--- src/rtl/regfile_wr_demux8_pkg.sv ---
// rtl/regfile_wr_demux8_pkg.sv - shared sizes and constants for the register-bank write path
package regfile_wr_demux8_pkg;

  localparam int DW_DEFAULT = 16;
  localparam int NREG       = 8;
  localparam int SELW       = 3;

  localparam logic [NREG-1:0] STROBE_NONE = 8'h00;

  typedef logic [SELW-1:0] sel_t;

endpackage

--- src/rtl/regfile_wr_demux8_if.sv ---
// rtl/regfile_wr_demux8_if.sv - write handshake bundle into the register bank
interface regfile_wr_demux8_if
  import regfile_wr_demux8_pkg::*;
#(
  parameter int DW = DW_DEFAULT
);

  logic          wr_valid;
  logic          wr_ready;
  sel_t          wr_sel;
  logic [DW-1:0] wr_data;

  modport master (
    output wr_valid,
    output wr_sel,
    output wr_data,
    input  wr_ready
  );

  modport slave (
    input  wr_valid,
    input  wr_sel,
    input  wr_data,
    output wr_ready
  );

endinterface

--- src/rtl/regfile_wr_demux8_dec3to8.sv ---
// rtl/regfile_wr_demux8_dec3to8.sv - combinational 3-to-8 one-hot decoder with enable
module dec3to8
  import regfile_wr_demux8_pkg::*;
(
  input  logic            en,
  input  sel_t            sel,
  output logic [NREG-1:0] onehot
);

  always_comb begin
    onehot = STROBE_NONE;
    if (en) begin
      onehot[sel] = 1'b1;
    end
  end

endmodule

--- src/rtl/regfile_wr_demux8.sv ---
// rtl/regfile_wr_demux8.sv - 8x16 register bank with single-entry staged write, decoded commit and bypassed reads
module regfile_wr_demux8
  import regfile_wr_demux8_pkg::*;
#(
  parameter int DW      = DW_DEFAULT,
  parameter bit R0_ZERO = 1'b0
) (
  input  logic                clk,
  input  logic                rst_n,
  regfile_wr_demux8_if.slave  wr,
  input  logic                commit_stall,
  output logic [NREG-1:0]     wr_strobe,
  output logic                pend,
  input  sel_t                rd_sel_a,
  output logic [DW-1:0]       rd_data_a,
  input  sel_t                rd_sel_b,
  output logic [DW-1:0]       rd_data_b
);

  logic [DW-1:0]   regs [NREG];
  sel_t            buf_sel;
  logic [DW-1:0]   buf_data;
  logic            accept;
  logic            commit;
  logic            commit_hits_r0;
  logic [NREG-1:0] commit_onehot;

  // The buffer drains and refills on the same edge, so a stall only blocks when it is full.
  assign wr.wr_ready      = ~pend | ~commit_stall;
  assign accept           = wr.wr_valid & wr.wr_ready;
  assign commit           = pend & ~commit_stall;
  assign commit_hits_r0   = R0_ZERO && (buf_sel == '0);

  dec3to8 u_commit_dec (
    .en     (commit),
    .sel    (buf_sel),
    .onehot (commit_onehot)
  );

  always_ff @(posedge clk or negedge rst_n) begin
    if (!rst_n) begin
      pend      <= 1'b0;
      buf_sel   <= '0;
      buf_data  <= '0;
      wr_strobe <= STROBE_NONE;
      for (int i = 0; i < NREG; i++) begin
        regs[i] <= '0;
      end
    end else begin
      wr_strobe <= commit_onehot;
      if (commit && !commit_hits_r0) begin
        regs[buf_sel] <= buf_data;
      end
      if (accept) begin
        pend     <= 1'b1;
        buf_sel  <= wr.wr_sel;
        buf_data <= wr.wr_data;
      end else if (commit) begin
        pend <= 1'b0;
      end
    end
  end

  sel_t          rd_sel  [2];
  logic [DW-1:0] rd_data [2];

  assign rd_sel[0] = rd_sel_a;
  assign rd_sel[1] = rd_sel_b;
  assign rd_data_a = rd_data[0];
  assign rd_data_b = rd_data[1];

  // Hard-wired zero takes priority over the bypass so a staged write to r0 never leaks out.
  always_comb begin
    for (int p = 0; p < 2; p++) begin
      rd_data[p] = regs[rd_sel[p]];
      if (R0_ZERO && (rd_sel[p] == '0)) begin
        rd_data[p] = '0;
      end else if (pend && (rd_sel[p] == buf_sel)) begin
        rd_data[p] = buf_data;
      end
    end
  end

endmodule
--- src/flat_wrapper.sv ---
// flat-port wrapper written by rule: the top's interface ports become plain ports
module regfile_wr_demux8_flat import regfile_wr_demux8_pkg::*;
#(
  parameter int DW      = DW_DEFAULT,
  parameter bit R0_ZERO = 1'b0
)
  (clk, rst_n, commit_stall, wr_strobe, pend, rd_sel_a, rd_data_a, rd_sel_b, rd_data_b, wr_wr_valid, wr_wr_sel, wr_wr_data, wr_wr_ready);
  regfile_wr_demux8_if #(.DW(DW)) wr_i ();
  input  logic clk;
  input  logic rst_n;
  input  logic commit_stall;
  output logic [NREG-1:0] wr_strobe;
  output logic pend;
  input  sel_t rd_sel_a;
  output logic [DW-1:0] rd_data_a;
  input  sel_t rd_sel_b;
  output logic [DW-1:0] rd_data_b;
  input wire logic [$bits(wr_i.wr_valid)-1:0] wr_wr_valid;
  input wire logic [$bits(wr_i.wr_sel)-1:0] wr_wr_sel;
  input wire logic [$bits(wr_i.wr_data)-1:0] wr_wr_data;
  output wire logic [$bits(wr_i.wr_ready)-1:0] wr_wr_ready;
  assign wr_i.wr_valid = wr_wr_valid;
  assign wr_i.wr_sel = wr_wr_sel;
  assign wr_i.wr_data = wr_wr_data;
  assign wr_wr_ready = wr_i.wr_ready;
  regfile_wr_demux8 #(.DW(DW), .R0_ZERO(R0_ZERO)) u_core (.clk(clk), .rst_n(rst_n), .wr(wr_i), .commit_stall(commit_stall), .wr_strobe(wr_strobe), .pend(pend), .rd_sel_a(rd_sel_a), .rd_data_a(rd_data_a), .rd_sel_b(rd_sel_b), .rd_data_b(rd_data_b));
endmodule
--- config.mk ---
export PLATFORM = sky130hd
export DESIGN_NAME = regfile_wr_demux8_flat
export DESIGN_NICKNAME = d
export VERILOG_FILES = /design/src/rtl/regfile_wr_demux8_pkg.sv /design/src/rtl/regfile_wr_demux8_if.sv /design/src/rtl/regfile_wr_demux8_dec3to8.sv /design/src/rtl/regfile_wr_demux8.sv /design/src/flat_wrapper.sv
export SDC_FILE = /design/constraint.sdc
export NUM_CORES = 1
export LEC_CHECK = 0
export CORE_UTILIZATION = 53
export DETAILED_ROUTE_END_ITERATION = 8
export GPL_TIMING_DRIVEN = 0
export PLACE_DENSITY = 0.79
export SLEW_MARGIN = 20
export SYNTH_ARGS = -nofsm -noshare
export SYNTH_HDL_FRONTEND = slang
export SYNTH_SLANG_ARGS = --single-unit
--- constraint.sdc ---
create_clock -name clk -period 2.1 [get_ports clk]
set_clock_uncertainty 0.15 [all_clocks]
set_input_delay 0.21 -clock clk [delete_from_list [all_inputs] [get_ports clk]]
set_output_delay 0.21 -clock clk [all_outputs]
set_load 0.02 [all_outputs]
After elaboration in Yosys (flattened, before gate mapping)
Index checks and enable logic that the tools add are counted.
Widths: inputs -> output; s select.

operators by class
  muxes and demuxes = 16
  equality and inequality tests = 2
  reductions and logical operators = 5
  order comparisons = 6
  bitwise operators = 8

operators with widths
  kind                number
  $bwmux 128          1
  $mux 16             7
  $bmux 16 s3         2
  $demux 16 s3        1
  $ge 4x4->1 const B  3
  $not 3->4           3
  $mux 8              1
  $eq 3x3->1          2
  $logic_and 1x1->1   4
  $lt 3x4->1 const B  1
  $lt 4x1->1 const B  1
  $demux 1 s3         1
  $ge 3x1->1 const B  1
  $mux 1              3
  $and 1x1->1         2
  $not 1->1           2
  $reduce_bool 2->1   1
  $or 1x1->1          1

word-level totals
  bits of input ports = 29
  register bits after elaboration = 156
  word-level logic and storage cells = 49
  output and inout bits = 42

Logic depth before layout (Yosys ltp)
  depth after elaboration = 6
  mapped depth = 6
  mapped depth without buffers = 3

Cells and area by module
From an unflattened synthesis, not the netlist that was laid out.

second synthesis, totals
  cell total of the unflattened synthesis = 515
  area total of the unflattened synthesis = 8550.7 µm²

by module, submodules not included
  module             cells each  sequential area each (µm²)  area an instance (µm²)  instances
  regfile_wr_demux8  507         3903.7                      8454.4                  1
  dec3to8            8           0.0                         96.3                    1

Worst setup path after synthesis
Ideal clock, no wire load.

  path type = register -> register
  start point = reg u_core.pend
  end point = reg u_core.buf_data[10]
  period minus slack after synthesis = 2186 ps
  setup time = 125 ps
  cell stages (with the launch flop) = 6
  path slack = -86 ps
  data required time = 1825 ps
  arrival = 1911 ps
  path buffers = 2
  path through = dfrtp_1 > nand2_1 > and2_1 > clkbuf_1 > buf_1 > mux2_2

between the ends
  cells in the longest elaborated chain, start to end = 3

ends and longest elaborated chain
  item                    RTL line                 source
  start, declared         regfile_wr_demux8.sv:13  output logic pend,
  start signal, assigned  regfile_wr_demux8.sv:42  pend <= 1'b0;
  start signal, assigned  regfile_wr_demux8.sv:55  pend <= 1'b1;
  start signal, assigned  regfile_wr_demux8.sv:59  pend <= 1'b0;
  $not 1->1               regfile_wr_demux8.sv:29  assign wr.wr_ready = ~pend | ~commit_stall;
  $or 1x1->1              regfile_wr_demux8.sv:29
  via wr_wr_ready         flat_wrapper.sv:21       output wire logic [$bits(wr_i.wr_ready)-1:0] wr_wr_ready;
  $and 1x1->1             regfile_wr_demux8.sv:30  assign accept = wr.wr_valid & wr.wr_ready;
  end signal, assigned    regfile_wr_demux8.sv:57  buf_data <= wr.wr_data;
  end, declared           regfile_wr_demux8.sv:22  logic [DW-1:0] buf_data;

The timed path passes the listed nets, and every way through them passes these cells.
A chain may end at the register's enable or synchronous reset.

Worst setup path in the final report
  start point = reg u_core.regs[3] (netlist name)
  end point = out rd_data_b[3]

between the ends
  cells in the longest elaborated chain, start to end = 4

ends and longest elaborated chain
  item                                         RTL line                 source
  start, declared                              regfile_wr_demux8.sv:20  logic [DW-1:0] regs [NREG];
  start signal, assigned by index              regfile_wr_demux8.sv:52  regs[buf_sel] <= buf_data;
  $bmux 16 s3                                  regfile_wr_demux8.sv:75  rd_data[p] = regs[rd_sel[p]];
  $mux 16 (implied by the code) (2 in series)  regfile_wr_demux8.sv:75
  $mux 16                                      regfile_wr_demux8.sv:78  end else if (pend && (rd_sel[p] == buf_sel)) begin
  end, declared                                flat_wrapper.sv:17       output logic [DW-1:0] rd_data_b;

Every way passes these cells. The select of a mux whose other input is x is not followed.

==> summary.md <==
| Metric | Value |
|---|---|
| Status | complete, but fails checks |
| Failing checks | setup timing |
| Setup slack after layout | -293 ps |
| Post-synth top cells | 202 x mux2_2, 156 x dfrtp_1, 64 x mux4_2 |
| Gr usage total | 0.271 |
| Distinct cells, synth | 22 |
| Synth Flop Type | dfrtp_1 |
| Cell Area, Placed | 9090 um2 |
| Largest net degree at the start of global routing | 106 |
| Drt first pass iters | 4 |
| Count of flip-flops with a built-in enable after synthesis | 0 |
| GPL Wtd Cong | 0.802 |
| Skew-Pair Late Insertion Delay | 430 ps |
| DR WL/cell | 24.9 um |
| Max clock buf depth | 2 |
| Die height | 126 um |
| Area share of the largest cell type after synthesis | 0.478 |
| Synth-to-Final Area Change | 25.0% |
| Syn avg cell area | 16.0 um2 |
| Row cnt | 45 |
| Post-synth top area cell | dfrtp_1 |
| Clock Pin Slew Worst Setup and Hold Paths | 60 ps |
| Synth Cell Area | 8170 um2 |
| Start point of the critical path | u_core.regs[3] |
| Sequential cell area | 3910 um2 |
| Initial antenna violation count | 0 |
| TritonCTS Buffers | 17 |
| DIE AREA | 15900 um2 |
| Grt ovf | 0 |
| Filler cell count | 996 |
| IO Count | 71 |
| Largest cells by area after synthesis | dfrtp_1 48%, mux2_2 28%, mux4_2 18% |
| Final min period | 2390 ps |
| Peak VDD IR | 0.00120 V |
| Multi-input gate area | 4250 um2 |
| Unrepaired setup endpoints after global routing | true |
| Final core occ | 0.674 |
| Period utilisation layout | 1.14 |
| Most frequent cell after synthesis | mux2_2 |
| Die Wd | 126 um |
| Fin nets | 638 |
| Fmax | 0.418 GHz |
| Critical Path Source Type | register |
| YS warnings | 0 |
| Drt drc | 0 |
| Hold Vio Cnt, Final | 0 |
| Hpwl dp | 12.9 mm |
| Max-slew violation count | 0 |
| Placeable Area | 15100 um2 |
| Synthesized Nets | 541 |
| Final ANT Viol Nets | 0 |
| Place WS | -1010 ps |
| # clock sinks | 156 |
| PwrDens | 1430 nW/um2 |
| Root buffer cell | clkbuf_16 |
| Leak pwr | 4.46 nW |
| Critical Path RT | 1740 ps |
| Slew headroom | 0.600 |
| Setup violators final | 46 |
| Crit path max fanout | 3 |
| Vias | 5102 |
| Hold slack | 128 ps |
| # H-tree levels | 4 |
| Vias in the first global route | 5451 |
| Iter 0 DRT Violations | 361 |
| Worst r2r src | u_core.buf_sel[2] |
| PortBufs | 64 |
| Register area share after synthesis | 0.478 |
| Asr flop ratio synth | 1.00 |
| HP Class | in -> async |
| Worst Max-Slew Pin Slew | 600 ps |
| Final wirelength | 20.2 mm |
| Synth Register Bits | 156 |
| Initial Util | 0.540 |
| Critical Path AT | 2030 ps |
| Critical Path End Type | primary output |
| Max_cap viols | 0 |
| Syn Inst Count | 512 |
| Share of cells above drive strength 1 | 0.643 |
| WS Path Type | reg -> out |
| Antenna diodes | 0 |
| CTS tree | built |
| Fin area | 10200 um2 |
| First-pass GRT wire length | 31.4 mm |
| Vias/cell | 6.30 |
-- report_power, final --
part,total (mW),switching (mW),leakage (nW),internal (mW)
sequential,5.31,0.990,1.88,4.32
clock,3.39,1.23,0.312,2.16
combinational,5.85,2.06,2.26,3.79
-- cells by family after synthesis --
logic type	count (synthesis)	synth area share
muxes	275	0.471
DFF	156	0.478
buffers and inverters	58	0.0312
and+or+nand+nor	17	0.0133
xor gates and xnor gates	6	0.00643
-- per-stage QoR --
| step | std cells | power, mW | TNS (ps) |
|---|---|---|---|
| 6_report | 810 | 14.6 | -8740 |
| 3_5_place_dp | 765 | 10.4 | -83400 |
| 3_3_place_gp | 764 | 10.1 | -923430 |
| 2_1_floorplan | 512 | 8.68 | -327 |
| 4_1_cts | 804 | 14.5 | -8710 |
| 5_1_grt | 810 | 15.2 | -10190 |
-- worst max-delay path: stages (launching register included) --
cell	delay (ps)
dfrtp_1	410
mux4_2	530
mux2_4	280
mux2_4	260
buf_6	130
-- worst paths after layout --
check / endpoint / slack, ps / depth (start not counted)
min in group clk: u_core.pend / 210 / 2
worst max register to register: u_core.regs[91] / -90 / 5
worst min-delay path: u_core.wr_strobe[4] / 130 / 2
worst min register to register: u_core.regs[5] / 350 / 1
max in group asynchronous: u_core.buf_sel[1] / 770 / 3
worst max-delay path: rd_data_b[3] / -290 / 4
-- timing repair --
action                                  CTS  global route
hold buffers                              1             0
pin swaps                                 7             1
endpoints found under the setup margin  130            43
hold endpoints to repair                 51             0
resized for setup                       275            16
setup buffers                            12             8
-- per-layer routing --
metal / wire [um] / track usage / vias up
met5: 0 / 0 / -
met2: 10300 / 0.445 / 173
li1: - / - / 2142
met3: 875 / 0.0506 / 42
met1: 8420 / 0.356 / 2745
met4: 605 / 0.118 / 0
-- layout make-up --
class,count,area share
Inverter,4,0.00147
Sequential cell,156,0.383
Tap cell,188,0.0230
Clock buffer,20,0.0447
Timing Repair Buffer,86,0.0859
Buffer,46,0.0273
Multi-Input combinational cell,298,0.416
Clock inverter,12,0.0189
-- cell usage in the layout (no fill, tap or decap), drive strengths merged, types with 2 or more instances in the layout --
cell,n
nor2,3
xnor2,6
dfrtp,156
or3b,2
nand2,2
nand2b,2
buf,71
inv,4
mux2,211
nand4,2
clkinv,4
clkinvlp,3
clkbuf,49
bufinv,5
mux4,64
or3,2
clkdlybuf4s50,31
-- state kept, by name (all words and copies together) (netlist names) --
name,cells
u_core.regs,128
u_core.buf_data,16
u_core.wr_strobe,8
u_core.buf_sel,3
u_core.pend,1
Note: power is estimated with default switching activity, not from simulation.
